<file path="config.mk">
export PLATFORM = sky130hd
export DESIGN_NAME = rs_driver
export DESIGN_NICKNAME = d
export VERILOG_FILES = /design/src/rtl/rs_driver.sv
export SDC_FILE = /design/constraint.sdc
export NUM_CORES = 1
export LEC_CHECK = 0
export CAP_MARGIN = 0
export CELL_PAD_IN_SITES_DETAIL_PLACEMENT = 0
export CELL_PAD_IN_SITES_GLOBAL_PLACEMENT = 1
export CORE_MARGIN = 8
export CORE_UTILIZATION = 38
export DETAILED_ROUTE_END_ITERATION = 10
export PLACE_DENSITY_LB_ADDON = 0.25
export REMOVE_ABC_BUFFERS = 1
export SYNTH_ARGS = -nofsm -noshare
export SYNTH_HDL_FRONTEND = slang
export SYNTH_SLANG_ARGS = --single-unit
export TNS_END_PERCENT = 20
</file>
<file path="constraint.sdc">
create_clock -name CLK -period 2.14 [get_ports CLK]
set_clock_uncertainty 0.15 [all_clocks]
set_input_delay 0.214 -clock CLK [delete_from_list [all_inputs] [get_ports CLK]]
set_output_delay 0.214 -clock CLK [all_outputs]
set_load 0.01 [all_outputs]
</file>
<file path="src/rtl/rs_driver.sv">
// Pulse driver for an external RS latch. Issues a PW-cycle S or R pulse per
// command, lets the latch settle, then checks Q/NQ against the commanded
// value. After reset it first clears the latch with an R pulse.
module rs_driver #(
  parameter int PW     = 2,  // S/R pulse width in cycles (1..15)
  parameter int SETTLE = 1   // idle cycles between pulse end and readback (0..15)
) (
  input  logic CLK,
  input  logic NRST,
  input  logic VALID,
  input  logic OP,
  output logic READY,
  output logic S,
  output logic R,
  input  logic Q,
  input  logic NQ,
  output logic DONE,
  output logic ERR,
  output logic QEXP
);

  typedef enum logic [2:0] {INIT, IDLE, PULSE, WAIT, CHECK} state_t;

  // Counter reload values; a single 4-bit down-counter serves both phases.
  localparam logic [3:0] PW_LD  = 4'(PW - 1);
  localparam logic [3:0] SET_LD = 4'((SETTLE > 0) ? SETTLE - 1 : 0);

  state_t     state;
  logic [3:0] cnt;
  logic       in_init;  // current sequence is the post-reset clear, no DONE

  // Single FSM with registered drive, handshake and status outputs.
  always_ff @(posedge CLK or negedge NRST) begin
    if (!NRST) begin
      state   <= INIT;
      cnt     <= 4'd0;
      in_init <= 1'b1;
      S       <= 1'b0;
      R       <= 1'b0;
      READY   <= 1'b0;
      DONE    <= 1'b0;
      ERR     <= 1'b0;
      QEXP    <= 1'b0;
    end else begin
      DONE <= 1'b0;
      case (state)
        INIT: begin
          // Force the latch to a known cleared state.
          in_init <= 1'b1;
          QEXP    <= 1'b0;
          S       <= 1'b0;
          R       <= 1'b1;
          cnt     <= PW_LD;
          state   <= PULSE;
        end
        IDLE: begin
          if (VALID) begin
            READY <= 1'b0;
            QEXP  <= OP;
            S     <= OP;
            R     <= ~OP;
            cnt   <= PW_LD;
            state <= PULSE;
          end
        end
        PULSE: begin
          if (cnt == 4'd0) begin
            S <= 1'b0;
            R <= 1'b0;
            if (SETTLE == 0) begin
              state <= CHECK;
              DONE  <= ~in_init;
            end else begin
              cnt   <= SET_LD;
              state <= WAIT;
            end
          end else begin
            cnt <= cnt - 4'd1;
          end
        end
        WAIT: begin
          if (cnt == 4'd0) begin
            state <= CHECK;
            DONE  <= ~in_init;
          end else begin
            cnt <= cnt - 4'd1;
          end
        end
        CHECK: begin
          // Q==NQ in either polarity fails one of the two compares.
          if ((Q != QEXP) || (NQ != ~QEXP)) ERR <= 1'b1;
          in_init <= 1'b0;
          READY   <= 1'b1;
          state   <= IDLE;
        end
        default: state <= INIT;
      endcase
    end
  end

endmodule

</file>
==> results of run 1 <==
-- path summary, 6_finish.rpt --
check / end
max in group asynchronous: cnt[0]$_DFFE_PN0P_
max: cnt[3]$_DFFE_PN0P_
min reg2reg: ERR$_DFFE_PN0P_
min in group CLK: ERR$_DFFE_PN0P_
max reg2reg: cnt[3]$_DFFE_PN0P_
min: READY$_DFFE_PN0P_
-- cell families after synthesis --
group,count (synthesis)
AO/OA/AOI/OAI,27
flip-flops,14
XOR/XNOR,1
adder cells (fa/ha/maj),2
AND/OR/NAND/NOR,24
multiplexers,1
buffers and inverters,12
-- sequential cells by signal, indices dropped and copies added (netlist names) --
register	count
R	1
DONE	1
state	3
ERR	1
READY	1
in_init	1
cnt	4
QEXP	1
S	1
-- final cells by class --
class                   instances  share of cell area [%]
well taps                      27                    3.75
repair buffers                 12                    13.1
multi-input cells              55                    36.8
inverters                       8                    3.33
clock buffers                   4                    4.03
flip-flops and latches         14                    39.0
-- layer usage --
metal	global-route usage [%]	wire length [um]	vias to the layer above
met1	12.2	699	287
met3	4.52	66	2
met2	17.2	711	11
met5	0	0	-
met4	3.06	13	0
li1	-	-	311
-- stage by stage --
| stage | util, % | instance area (um2) | total power [uW] | hold WS, ns | cells |
|---|---|---|---|---|---|
| 2_1_floorplan | - | 713 | 856 | -0.232 | 77 |
| 6_report | 47.9 | 901 | 1230 | 0.164 | 120 |
| 5_1_grt | 47.9 | 901 | 1370 | 0.211 | 120 |
| 3_3_place_gp | 45.9 | 865 | 1050 | 0.307 | 116 |
| 3_5_place_dp | 45.9 | 865 | 1040 | 0.319 | 116 |
| 4_1_cts | 47.9 | 901 | 1250 | 0.180 | 120 |
-- worst register-to-register path: cells and delay by family (launching register included) --
kind                     cells  cell delay (ns)
flip-flops                   1             0.40
adder cells (fa/ha/maj)      1             0.20
AND/OR/NAND/NOR              2             0.74
buffers and inverters        1             0.09
AO/OA/AOI/OAI                2             0.20
-- synthesized netlist by cell type --
cell type  number  area, um2
a21oi_1         8       40.0
a2bb2oi_1       1       8.76
and3_1          1       6.26
buf_2           3       15.0
clkbuf_1        1       3.75
dfrtp_1        13        325
dfstp_2         1       26.3
ha_1            2       25.0
inv_1           8       30.0
mux2i_1         1       10.0
nand2_1        10       37.5
nand3_1         1       5.00
nor2_1          4       15.0
nor2b_1         1       6.26
nor3_1          2       10.0
nor3b_1         1       7.51
o211ai_1        2       15.0
o211ai_2        1       12.5
o21a_1          1       7.51
o21ai_0         8       40.0
o21ai_1         1       5.00
o21bai_1        1       7.51
o221ai_1        1       8.76
o22ai_1         1       6.26
o31ai_1         1       7.51
o32ai_1         1       8.76
or3b_1          1       8.76
or3b_2          1       8.76
or4_1           2       15.0
xnor2_1         1       8.76
-- power by group through the flow --
stage / Combinational (uW) / Sequential (uW) / Clock (uW)
after global routing: 636 / 526 / 209
final: 545 / 498 / 187
after global placement: 540 / 507 / 0
after detailed placement: 539 / 505 / 0
after floorplan: 372 / 484 / 0
after CTS: 553 / 498 / 196
==> qor.txt, run 1 <==
Outcome - finished, final reports clean
Worst path depth - 6
Worst skew pair latency - 0.28 ns
Vias - 611
DR iter-0 viols - 7
Worst-case clock buffer depth - 2
Resize count post-CTS - 0
Core area - 0.00188 mm2
DP Worst Slack - 0.279 ns
Die width - 59.9 um
Mux contribution to synthesized area - 1.37%
# rows - 16
Post-synthesis register bit count - 14
N_diodes - 0
Area Overhead vs Synth - 23.1%
Avg Vias per Cell - 5.09
Ratio of cells with drive above 1 in the final layout - 8.60%
R2R Setup Slk - 0.31 ns
Worst VDD drop - 863 uV
Most frequent cells in the layout - dfrtp_1 (13), clkdlybuf4s50_1 (11), nand2_1 (10)
CTS Buf Count - 3
Final Setup Violations - 0
Starting density of the core - 38.9%
DRT Wirelength - 1.49 mm
Critical Path Source Type - flip-flop
Routability cong. - 0.737
Worst path arrival time - 1.89 ns
Worst Max-Slew Pin Slew - 0.620 ns
Post-CTS Setup Bufs - 0
WL/cell - 12.4 um
Reg2reg start - cnt[0]$_DFFE_PN0P_
Sequential area share after synthesis - 48.0%
Largest family of logic cells by synthesized area - compound AO/OA/AOI/OAI gates
Part of the power in registers - 40.5%
Power density cells - 1360 mW/mm2
Post-synthesis adder-cell area fraction - 3.42%
Post-synthesis compound-gate area fraction - 22.9%
Crit-path leading delay family - simple AND/OR/NAND/NOR gates
Die H - 59.9 um
Setup TNS - 0 ns
Final antenna-violating net count - 0
GRT overflow - 0
Largest net degree at the start of global routing - 15
Final worst path period share - 85.6%
Clock H-tree levels - 1
Filler cells - 196
Pre-antenna DRT Iters - 4
Req. time, crit path - 2.20 ns
Post-synthesis cell type count - 30
Worst setup EP type - flip-flop
Syn Inst Count - 81
Clock transition at path regs - 0.08 ns
Port Buffers - 11
Num Clock Sinks - 14
Slowest stage cell, crit path - or4_1
Sw power - 485 uW
All-Layer GR Usage - 10.6%
Hold Buf Count CTS - 0
Number of global-route vias before repair - 638
CTS tree - done
DIE AREA - 0.00359 mm2
WP buf/inv - 1
Reg2reg path depth - 6
HPWL Detailed - 1.08 mm
Peak Freq - 546 MHz
Fin. max-slew vios - 0
Syn. warnings - 0
Internal power - 744 uW
XOR/XNOR Fraction of Synth Area - 1.20%
Hold Path Class - input pin to async pin
Worst path cell trace - inv_1, ha_1, or3b_1, o22ai_1, or4_1, o21ai_1
Critical path origin - cnt[0]$_DFFE_PN0P_
Max Cap Violations - 0
RSZ-0062 raised after global routing - false
Top-Level Pins - 12
Post-Syn Area - 732 um2
First-pass GRT wire length - 2.82 mm
Nets - 102
Crit path kind - flip-flop to flip-flop
Clock share of power - 15.2%
Worst Path Max Fanout - 6
Slowest stage delay, CP - 0.47 ns
Min Tclk post-route - 1.83 ns
Combinational share of power - 44.3%
Fin. Hold Viols - 0
Remaining DRCs - 0
Commonest non-fill, non-tap cell in the layout - dfrtp_1
Sw Share - 39.5%
Final setup margin - 0.308 ns
Max-Slew Margin vs Limit - 58.5%
Syn_area_per_cell - 9.04 um2
LEAKAGE - 0.000389 uW
CTS root buffer - clkbuf_4
Register area - 352 um2
Area of the multi-input gates - 332 um2
Post-synthesis simple-gate area fraction - 16.4%
Initial antenna violation count - 0
Power figures use the tool's default switching activity.
==> run 2: changes to the inputs <==
--- a/config.mk
+++ b/config.mk
@@ -8,7 +8,7 @@
 export CAP_MARGIN = 0
 export CELL_PAD_IN_SITES_DETAIL_PLACEMENT = 0
 export CELL_PAD_IN_SITES_GLOBAL_PLACEMENT = 1
-export CORE_MARGIN = 8
+export CORE_MARGIN = 10
 export CORE_UTILIZATION = 38
 export DETAILED_ROUTE_END_ITERATION = 10
 export PLACE_DENSITY_LB_ADDON = 0.25
==> run 2 against run 1 <==
Against the previous run:
- global-route usage is 3.0 points lower
- setup slack worse by 0.013 ns
- die area is 14% higher
- clock-buffer cell count stayed put
- largest power group unchanged
- via count is 0.65% lower
- worst hold slack better by 0.0015 ns
- maximum frequency is 0.71% lower
- first-iteration DRC count grew to 2.9 times the previous value
==> qor.txt, run 2 (same netlist as run 1, synthesis figures left out) <==
Req. time, crit path - 2.20 ns (about the same)
Slowest stage cell, crit path - or4_1 (unchanged)
Min Tclk post-route - 1.85 ns (was 1.83 ns)
Combinational share of power - 45.3% (was 44.3%)
Slowest stage delay, CP - 0.47 ns (about the same)
Max-Slew Margin vs Limit - 57.7% (was 58.5%)
Die H - 63.9 um (was 59.9 um)
CTS root buffer - clkbuf_4 (unchanged)
Reg with most FFs - cnt (unchanged)
Vias - 607 (was 611)
Internal power - 709 uW (was 744 uW)
Pre-antenna DRT Iters - 4 (unchanged)
Sw Share - 40.6% (was 39.5%)
Power density cells - 1340 mW/mm2 (was 1360 mW/mm2)
Clock transition at path regs - 0.09 ns (was 0.08 ns)
# rows - 15 (was 16)
DRT Wirelength - 1.54 mm (was 1.49 mm)
Routability cong. - 0.784 (was 0.737)
Fin. Hold Viols - 0 (unchanged)
Critical Path Source Type - flip-flop (unchanged)
Biggest regs - cnt: 4 flops, state: 3 flops (unchanged)
Nets - 102 (unchanged)
Starting density of the core - 41.1% (was 38.9%)
WP buf/inv - 1 (unchanged)
Worst skew pair latency - 0.28 ns (about the same)
LEAKAGE - 0.000383 uW (was 0.000389 uW)
DR iter-0 viols - 20 (was 7)
Avg Vias per Cell - 5.14 (was 5.09)
Worst path cell trace - inv_1, ha_1, or3b_1, o22ai_1, or4_1, o21ai_1 (unchanged)
Worst Path Max Fanout - 6 (unchanged)
Port Buffers - 11 (unchanged)
Hold Path Class - input pin to async pin (unchanged)
Die width - 63.9 um (was 59.9 um)
N_diodes - 0 (unchanged)
Worst path arrival time - 1.91 ns (was 1.89 ns)
Largest net degree at the start of global routing - 15 (unchanged)
GRT overflow - 0 (unchanged)
Part of the power in registers - 41.6% (was 40.5%)
Max Cap Violations - 0 (unchanged)
R2R Setup Slk - 0.29 ns (was 0.31 ns)
Remaining DRCs - 0 (unchanged)
CTS tree - done (unchanged)
Worst VDD drop - 717 uV (was 863 uV)
Area Overhead vs Synth - 21.4% (was 23.1%)
Clock H-tree levels - 1 (unchanged)
Fin. max-slew vios - 0 (unchanged)
Hold Buf Count CTS - 0 (unchanged)
Ratio of cells with drive above 1 in the final layout - 7.53% (was 8.60%)
Final antenna-violating net count - 0 (unchanged)
CTS Buf Count - 3 (unchanged)
Initial antenna violation count - 0 (unchanged)
Peak Freq - 542 MHz (was 546 MHz)
Final Setup Violations - 0 (unchanged)
First-pass GRT wire length - 2.49 mm (was 2.82 mm)
HPWL Detailed - 1.13 mm (was 1.08 mm)
Resize count post-CTS - 0 (unchanged)
Core area - 0.00178 mm2 (was 0.00188 mm2)
Number of global-route vias before repair - 553 (was 638)
All-Layer GR Usage - 7.55% (was 10.6%)
Crit-path leading delay family - simple AND/OR/NAND/NOR gates (unchanged)
Worst-case clock buffer depth - 2 (unchanged)
Commonest non-fill, non-tap cell in the layout - dfrtp_1 (unchanged)
Overall power - 1190 uW (was 1230 uW)
Top-Level Pins - 12 (unchanged)
Clock share of power - 13.1% (was 15.2%)
Worst Max-Slew Pin Slew - 0.632 ns (was 0.620 ns)
DIE AREA - 0.00408 mm2 (was 0.00359 mm2)
WL/cell - 13.1 um (was 12.4 um)
Filler cells - 168 (was 196)
Most frequent cells in the layout - dfrtp_1 (13), clkdlybuf4s50_1 (11), nand2_1 (10) (unchanged)
RSZ-0062 raised after global routing - false (unchanged)
Sw power - 486 uW (was 485 uW)
Outcome - finished, final reports clean (unchanged)
Max FFs per register - 4 (unchanged)
Util after Layout - 49.8% (was 47.9%)
Worst setup EP type - flip-flop (unchanged)
Final worst path period share - 86.2% (was 85.6%)
Setup TNS - 0 ns (unchanged)
Post-CTS Setup Bufs - 0 (unchanged)
Crit path kind - flip-flop to flip-flop (unchanged)
Num Clock Sinks - 14 (unchanged)
[run 2: cell types whose count changed in the layout (fill, tap and decap cells not counted)]
cell | previous run | this run
clkbuf_8 | 1 | 0
clkbuf_1 | 0 | 1
[run 2: final timing paths]
path / startpoint / to / cells after the start
setup / recovery: cnt[0]$_DFFE_PN0P_ / cnt[3]$_DFFE_PN0P_ / 6
hold / removal: NRST / READY$_DFFE_PN0P_ / 1
setup reg to reg: cnt[0]$_DFFE_PN0P_ / cnt[3]$_DFFE_PN0P_ / 6
hold reg to reg: ERR$_DFFE_PN0P_ / ERR$_DFFE_PN0P_ / 1
max in group asynchronous: NRST / cnt[1]$_DFFE_PN0P_ / 1
min in group CLK: ERR$_DFFE_PN0P_ / ERR$_DFFE_PN0P_ / 1
[run 2: final cells by class]
cell class              instances  area (um2)  share of cell area, %
flip-flops and latches         14         352                   39.6
well taps                      25        31.3                   3.52
inverters                       8        30.0                   3.38
clock buffers                   4        26.3                   2.96
repair buffers                 12         118                   13.2
multi-input cells              55         332                   37.3
[run 2: stage by stage]
step / setup slack [ns] / hold WS [ns] / area, um2 / std cells
5_1_grt: 0.162 / 0.187 / 888 / 118
4_1_cts: 0.301 / 0.183 / 888 / 118
6_report: 0.295 / 0.165 / 888 / 118
3_5_place_dp: 0.301 / 0.316 / 862 / 114
2_1_floorplan: 0.428 / -0.232 / 713 / 77
3_3_place_gp: 0.321 / 0.308 / 862 / 114
[run 2: per-layer routing]
layer  vias up  routed length [um]  global-route usage, %
li1        304                   -                      -
met1       285                 774                   9.72
met2        16                 673                   11.1
met3         2                  82                   3.66
met4         0                  12                   1.64
met5         -                   0                      0
[run 2: worst reg2reg max path: cells and delay by family, from the launching register on]
kind	cells	cell delay, ns
AO/OA/AOI/OAI	2	0.20
adder cells (fa/ha/maj)	1	0.20
AND/OR/NAND/NOR	2	0.74
flip-flops	1	0.41
buffers and inverters	1	0.08
[run 2: power groups by stage]
stage | sequential (uW) | clock (uW) | combinational [uW]
5_1_grt | 521 | 177 | 621
3_5_place_dp | 503 | 0 | 547
3_3_place_gp | 504 | 0 | 543
4_1_cts | 497 | 165 | 551
2_1_floorplan | 484 | 0 | 372
6_report | 497 | 156 | 541
